===== src/rtl/shift_add_mult_pkg.sv =====
// Shared types and constants for the shift-add multiplier sequencer.
package shift_add_mult_pkg;

  // Sequencer states; 3-bit encoding leaves one spare code that recovers to IDLE.
  typedef enum logic [2:0] {
    IDLE  = 3'd0,
    CLEAR = 3'd1,
    LOAD  = 3'd2,
    TEST  = 3'd3,
    ADD   = 3'd4,
    SHIFT = 3'd5,
    DONE  = 3'd6
  } state_e;

  // Cycles spent before the first TEST (CLEAR + LOAD) and in DONE.
  localparam int SETUP_CYCLES = 2;
  localparam int DONE_CYCLES  = 1;

  // Iteration counter width: holds 0..WIDTH-1 with one bit of headroom.
  function automatic int cnt_width(input int width);
    return $clog2(width) + 1;
  endfunction

endpackage


===== src/rtl/mult_iter_cnt.sv =====
// Iteration counter: cleared at operand load, advanced once per shift,
// flags the last iteration. Saturates at WIDTH-1 so it never wraps.
module mult_iter_cnt #(
  parameter int WIDTH = 4,
  parameter int CW    = 3
) (
  input  logic clk,
  input  logic reset,
  input  logic clear,
  input  logic enable,
  output logic last
);

  logic [CW-1:0] cnt_q;
  logic [CW-1:0] cnt_d;

  assign last = (cnt_q == CW'(WIDTH - 1));

  // Next count: clear wins, otherwise step until the terminal value.
  always_comb begin
    cnt_d = cnt_q;
    if (clear) begin
      cnt_d = '0;
    end else if (enable && !last) begin
      cnt_d = cnt_q + 1'b1;
    end
  end

  // Count register, asynchronously cleared by the active-low reset.
  always_ff @(posedge clk or negedge reset) begin
    if (!reset) begin
      cnt_q <= '0;
    end else begin
      cnt_q <= cnt_d;
    end
  end

endmodule


===== src/rtl/shift_add_mult_ctrl.sv =====
// Start/done sequencer for the shift-add multiplier datapath.
// Runs WIDTH test/add/shift iterations, adding only when the multiplier LSB is 1.
// Optional macro SHIFT_ADD_MULT_EARLY_TERM_EN: finish as soon as the multiplier
// register reads zero in TEST (product then left unaligned by the skipped shifts).
module shift_add_mult_ctrl
  import shift_add_mult_pkg::*;
#(
  parameter int WIDTH = 4
) (
  input  logic clk,
  input  logic reset,
  input  logic start,
  input  logic b_lsb,
  input  logic b_zero,
  output logic busy,
  output logic done,
  output logic clr,
  output logic ld,
  output logic ldp,
  output logic shp,
  output logic shb
);

  localparam int CW = cnt_width(WIDTH);

  state_e state_q;
  state_e state_d;
  logic   iter_last;

`ifndef SHIFT_ADD_MULT_EARLY_TERM_EN
  logic unused_b_zero;
  assign unused_b_zero = b_zero;
`endif

  mult_iter_cnt #(
    .WIDTH (WIDTH),
    .CW    (CW)
  ) u_iter_cnt (
    .clk    (clk),
    .reset  (reset),
    .clear  (state_q == LOAD),
    .enable (state_q == SHIFT),
    .last   (iter_last)
  );

  // Next-state logic; b_lsb/b_zero are only looked at in TEST.
  always_comb begin
    state_d = state_q;
    case (state_q)
      IDLE:    if (start) state_d = CLEAR;
      CLEAR:   state_d = LOAD;
      LOAD:    state_d = TEST;
      TEST: begin
`ifdef SHIFT_ADD_MULT_EARLY_TERM_EN
        if (b_zero)     state_d = DONE;
        else if (b_lsb) state_d = ADD;
        else            state_d = SHIFT;
`else
        if (b_lsb) state_d = ADD;
        else       state_d = SHIFT;
`endif
      end
      ADD:     state_d = SHIFT;
      SHIFT:   state_d = iter_last ? DONE : TEST;
      DONE:    state_d = IDLE;
      default: state_d = IDLE;
    endcase
  end

  // State register, forced to IDLE immediately by the active-low reset.
  always_ff @(posedge clk or negedge reset) begin
    if (!reset) begin
      state_q <= IDLE;
    end else begin
      state_q <= state_d;
    end
  end

  // Moore output decode from the state register only.
  always_comb begin
    busy = 1'b0;
    done = 1'b0;
    clr  = 1'b0;
    ld   = 1'b0;
    ldp  = 1'b0;
    shp  = 1'b0;
    shb  = 1'b0;
    case (state_q)
      CLEAR: begin busy = 1'b1; clr = 1'b1; end
      LOAD:  begin busy = 1'b1; ld  = 1'b1; end
      TEST:  begin busy = 1'b1; end
      ADD:   begin busy = 1'b1; ldp = 1'b1; end
      SHIFT: begin busy = 1'b1; shp = 1'b1; shb = 1'b1; end
      DONE:  begin busy = 1'b1; done = 1'b1; end
      default: ;
    endcase
  end

endmodule

===== config.mk =====
export PLATFORM = sky130hd
export DESIGN_NAME = shift_add_mult_ctrl
export DESIGN_NICKNAME = d
export VERILOG_FILES = /design/src/rtl/shift_add_mult_pkg.sv /design/src/rtl/mult_iter_cnt.sv /design/src/rtl/shift_add_mult_ctrl.sv
export SDC_FILE = /design/constraint.sdc
export NUM_CORES = 1
export LEC_CHECK = 0
export CORE_AREA = 2 2 39 41
export CTS_CLUSTER_DIAMETER = 80
export CTS_CLUSTER_SIZE = 10
export DETAILED_ROUTE_END_ITERATION = 8
export DIE_AREA = 0 0 41 43
export GPL_TIMING_DRIVEN = 0
export SLEW_MARGIN = 0
export SYNTH_ARGS = -nofsm -noshare
export SYNTH_HDL_FRONTEND = slang
export SYNTH_SLANG_ARGS = --single-unit

===== constraint.sdc =====
create_clock -name clk -period 3.07 [get_ports clk]
set_input_delay 0.614 -clock clk [delete_from_list [all_inputs] [get_ports clk]]
set_output_delay 0.614 -clock clk [all_outputs]
set_load 0.03 [all_outputs]

==> results.json <==
{
  "power_uw": 537,
  "drt-initial-drc-count": 6,
  "timing_hold_violations_final": 0,
  "root_buffer": "clkbuf_4",
  "yosysTopAreaCellShare_pct": 40.0,
  "antenna_found_initial": 0,
  "avgSynthCellArea_um2": 8.73,
  "setup_ws_ns": 0.677,
  "rows": 14,
  "period_minus_slack_ns": 2.39,
  "numClockSinks": 6,
  "dp_hpwl_um": 547,
  "nNetsFinal": 65,
  "dieHeight_um": 43,
  "ir_drop_uv": 434,
  "insertedDiodeCount": 0,
  "hold_ws_ns": 0.515,
  "core_area_mm2": 0.00138,
  "hold_end": "u_iter_cnt.cnt_q[0]",
  "min_from": "u_iter_cnt.cnt_q[0]",
  "reg2reg_from": "u_iter_cnt.cnt_q[0]",
  "final_antenna_net_count": 0,
  "finalSetupTns_ns": 0,
  "rsz0062_at_grt": "no",
  "rr_worst_depth": 5,
  "dr.pass1.iters": 4,
  "end_kind": "output port",
  "synth_area_leaders": "dfrtp_1 40%, nor2_1 7.0%, and3_1 6.7%",
  "fin_skew_ns": 0.00385,
  "die_w_um": 41,
  "grt_pass1_vias": 299,
  "fillers": 143,
  "cts_buffers": 3,
  "syn2layout_area_growth_pct": 38.0,
  "seq_area_frac_synth_pct": 40.0,
  "h-tree-depth": 1,
  "drive_gt1_share_pct": 14.3,
  "cts_hold_buf": 0,
  "holdPathStages": 1,
  "clk_latency_ns": 0.24,
  "vias": 335,
  "startpoint_type": "flop",
  "dieArea_mm2": 0.00176,
  "fmax_mhz": 418,
  "cts_setup_buffers": 0,
  "synth_cell_types": 19,
  "vias_per_cell": 4.65,
  "hp-class": "reg2reg",
  "setup_viol": 0,
  "io_pins": 12,
  "period_share_pct": 78.0,
  "grt_max_degree": 11,
  "finalWirelength_um": 705,
  "r2r-end": "u_iter_cnt.cnt_q[1]",
  "synth_area_um2": 375,
  "syn-num-nets": 50,
  "max_cap_violations": 0,
  "worst_ep_required_time_ns": 2.46,
  "dp_slack_ns": 0.929,
  "gp_congestion": 0.738,
  "critPathKind": "reg2out",
  "utilization_pct": 37.4,
  "grt_pass1_wl_um": 1230,
  "initial_core_util_pct": 27.1,
  "synth_cells": 43,
  "path_clk_slew_ns": 0.04,
  "r2r_slack_ns": 1.61,
  "grt_usage_pct": 10.3,
  "power_density_mw_per_mm2": 1040,
  "portBuffers": 10,
  "wl_per_cell_um": 9.79,
  "clockBufferDepth": 2,
  "path_max_fanout": 10,
  "cts_tree": "done",
  "ys_seq_elements": 6,
  "p_leak_nw": 0.237,
  "outcome": "finished, final reports clean",
  "worst_slew_pin_slew_ns": 0.302,
  "arrival_ns": 1.78,
  "slew_violations": 0,
  "ys_warn_count": 0,
  "cts_resized": 0,
  "drc_errors": 0,
  "yosysTopAreaCell": "dfrtp_1",
  "slew_headroom_pct": 79.8,
  "grt_overflow_total": 0
}
[where the power goes]
part | leakage, nW | switching [mW] | internal [mW]
sequential | 0.0782 | 0.0364 | 0.114
clock | 0.0138 | 0.0271 | 0.0441
combinational | 0.145 | 0.182 | 0.133
total | 0.237 | 0.245 | 0.291
[synthesized netlist by cell type]
| cell | instances |
|---|---|
| a21oi_1 | 4 |
| and3_1 | 4 |
| o2bb2ai_1 | 1 |
| nor3b_2 | 1 |
| dfrtp_1 | 6 |
| nor2_1 | 7 |
| buf_2 | 1 |
| nand2b_1 | 2 |
| o32ai_1 | 1 |
| o21ai_0 | 2 |
| buf_4 | 2 |
| a211oi_1 | 2 |
| nor3_1 | 1 |
| nand2b_2 | 1 |
| nand2_1 | 1 |
| ha_1 | 2 |
| o211ai_1 | 1 |
| o21ai_1 | 1 |
| inv_1 | 3 |
[cell families after synthesis]
group                    count (synthesis)  share of synthesized area [%]
AO/OA/AOI/OAI                           12                           20.0
adder cells (fa/ha/maj)                  2                           6.67
buffers and inverters                    6                           8.33
flip-flops                               6                           40.0
AND/OR/NAND/NOR                         17                           25.0
[final cells by class]
cell class,instances,area (µm²),share of cell area (%)
plain buffers,3,20.0,3.86
inverters,3,11.3,2.17
well taps,16,20.0,3.86
repair buffers,10,100,19.3
multi-input cells,31,194,37.4
flip-flops and latches,6,150,29.0
clock buffers,3,22.5,4.35
[placed cells by master (no fill, tap or decap), types with 2 or more instances in the layout]
cell type and count:
inv_1 3, a21oi_1 4, buf_4 2, nand2b_1 2
clkbuf_4 3, ha_1 2, dfrtp_1 6, a211oi_1 2
o21ai_0 2, and3_1 4, nor2_1 7, clkdlybuf4s50_1 10
[metal layers]
layer | GRT usage, % | vias up | wire length [µm]
met5 | 0 | - | 0
met2 | 13.4 | 13 | 290
met3 | 6.28 | 0 | 60
li1 | - | 180 | -
met4 | 2.00 | 0 | 0
met1 | 14.6 | 142 | 354
[flip-flops by register name, indices dropped and copies added (netlist names)]
name / cells
state_q: 3
u_iter_cnt.cnt_q: 3
[worst max path at each step]
| stage | start | end | slack, ns | depth (start not counted) |
|---|---|---|---|---|
| global route | state_q[0] | shp | 0.56 | 4 |
| detailed placement | state_q[0] | shp | 0.93 | 4 |
| CTS | state_q[0] | shp | 0.66 | 4 |
| finish | state_q[0] | shp | 0.68 | 4 |
| global placement | state_q[0] | shp | 0.94 | 4 |
| floorplan | state_q[2] | busy | 1.35 | 3 |
[worst max-delay path: stages, from the launching register on]
cell	delay, ns
dfrtp_1	0.37
buf_2	0.22
and3_1	0.19
buf_4	0.10
clkdlybuf4s50_1	0.65
[through the flow]
step / area, µm² / std cells
after global placement: 495 / 69
final: 518 / 72
after CTS: 518 / 72
after global routing: 518 / 72
after floorplan: 375 / 43
after detailed placement: 495 / 69
Power figures use the tool's default switching activity.
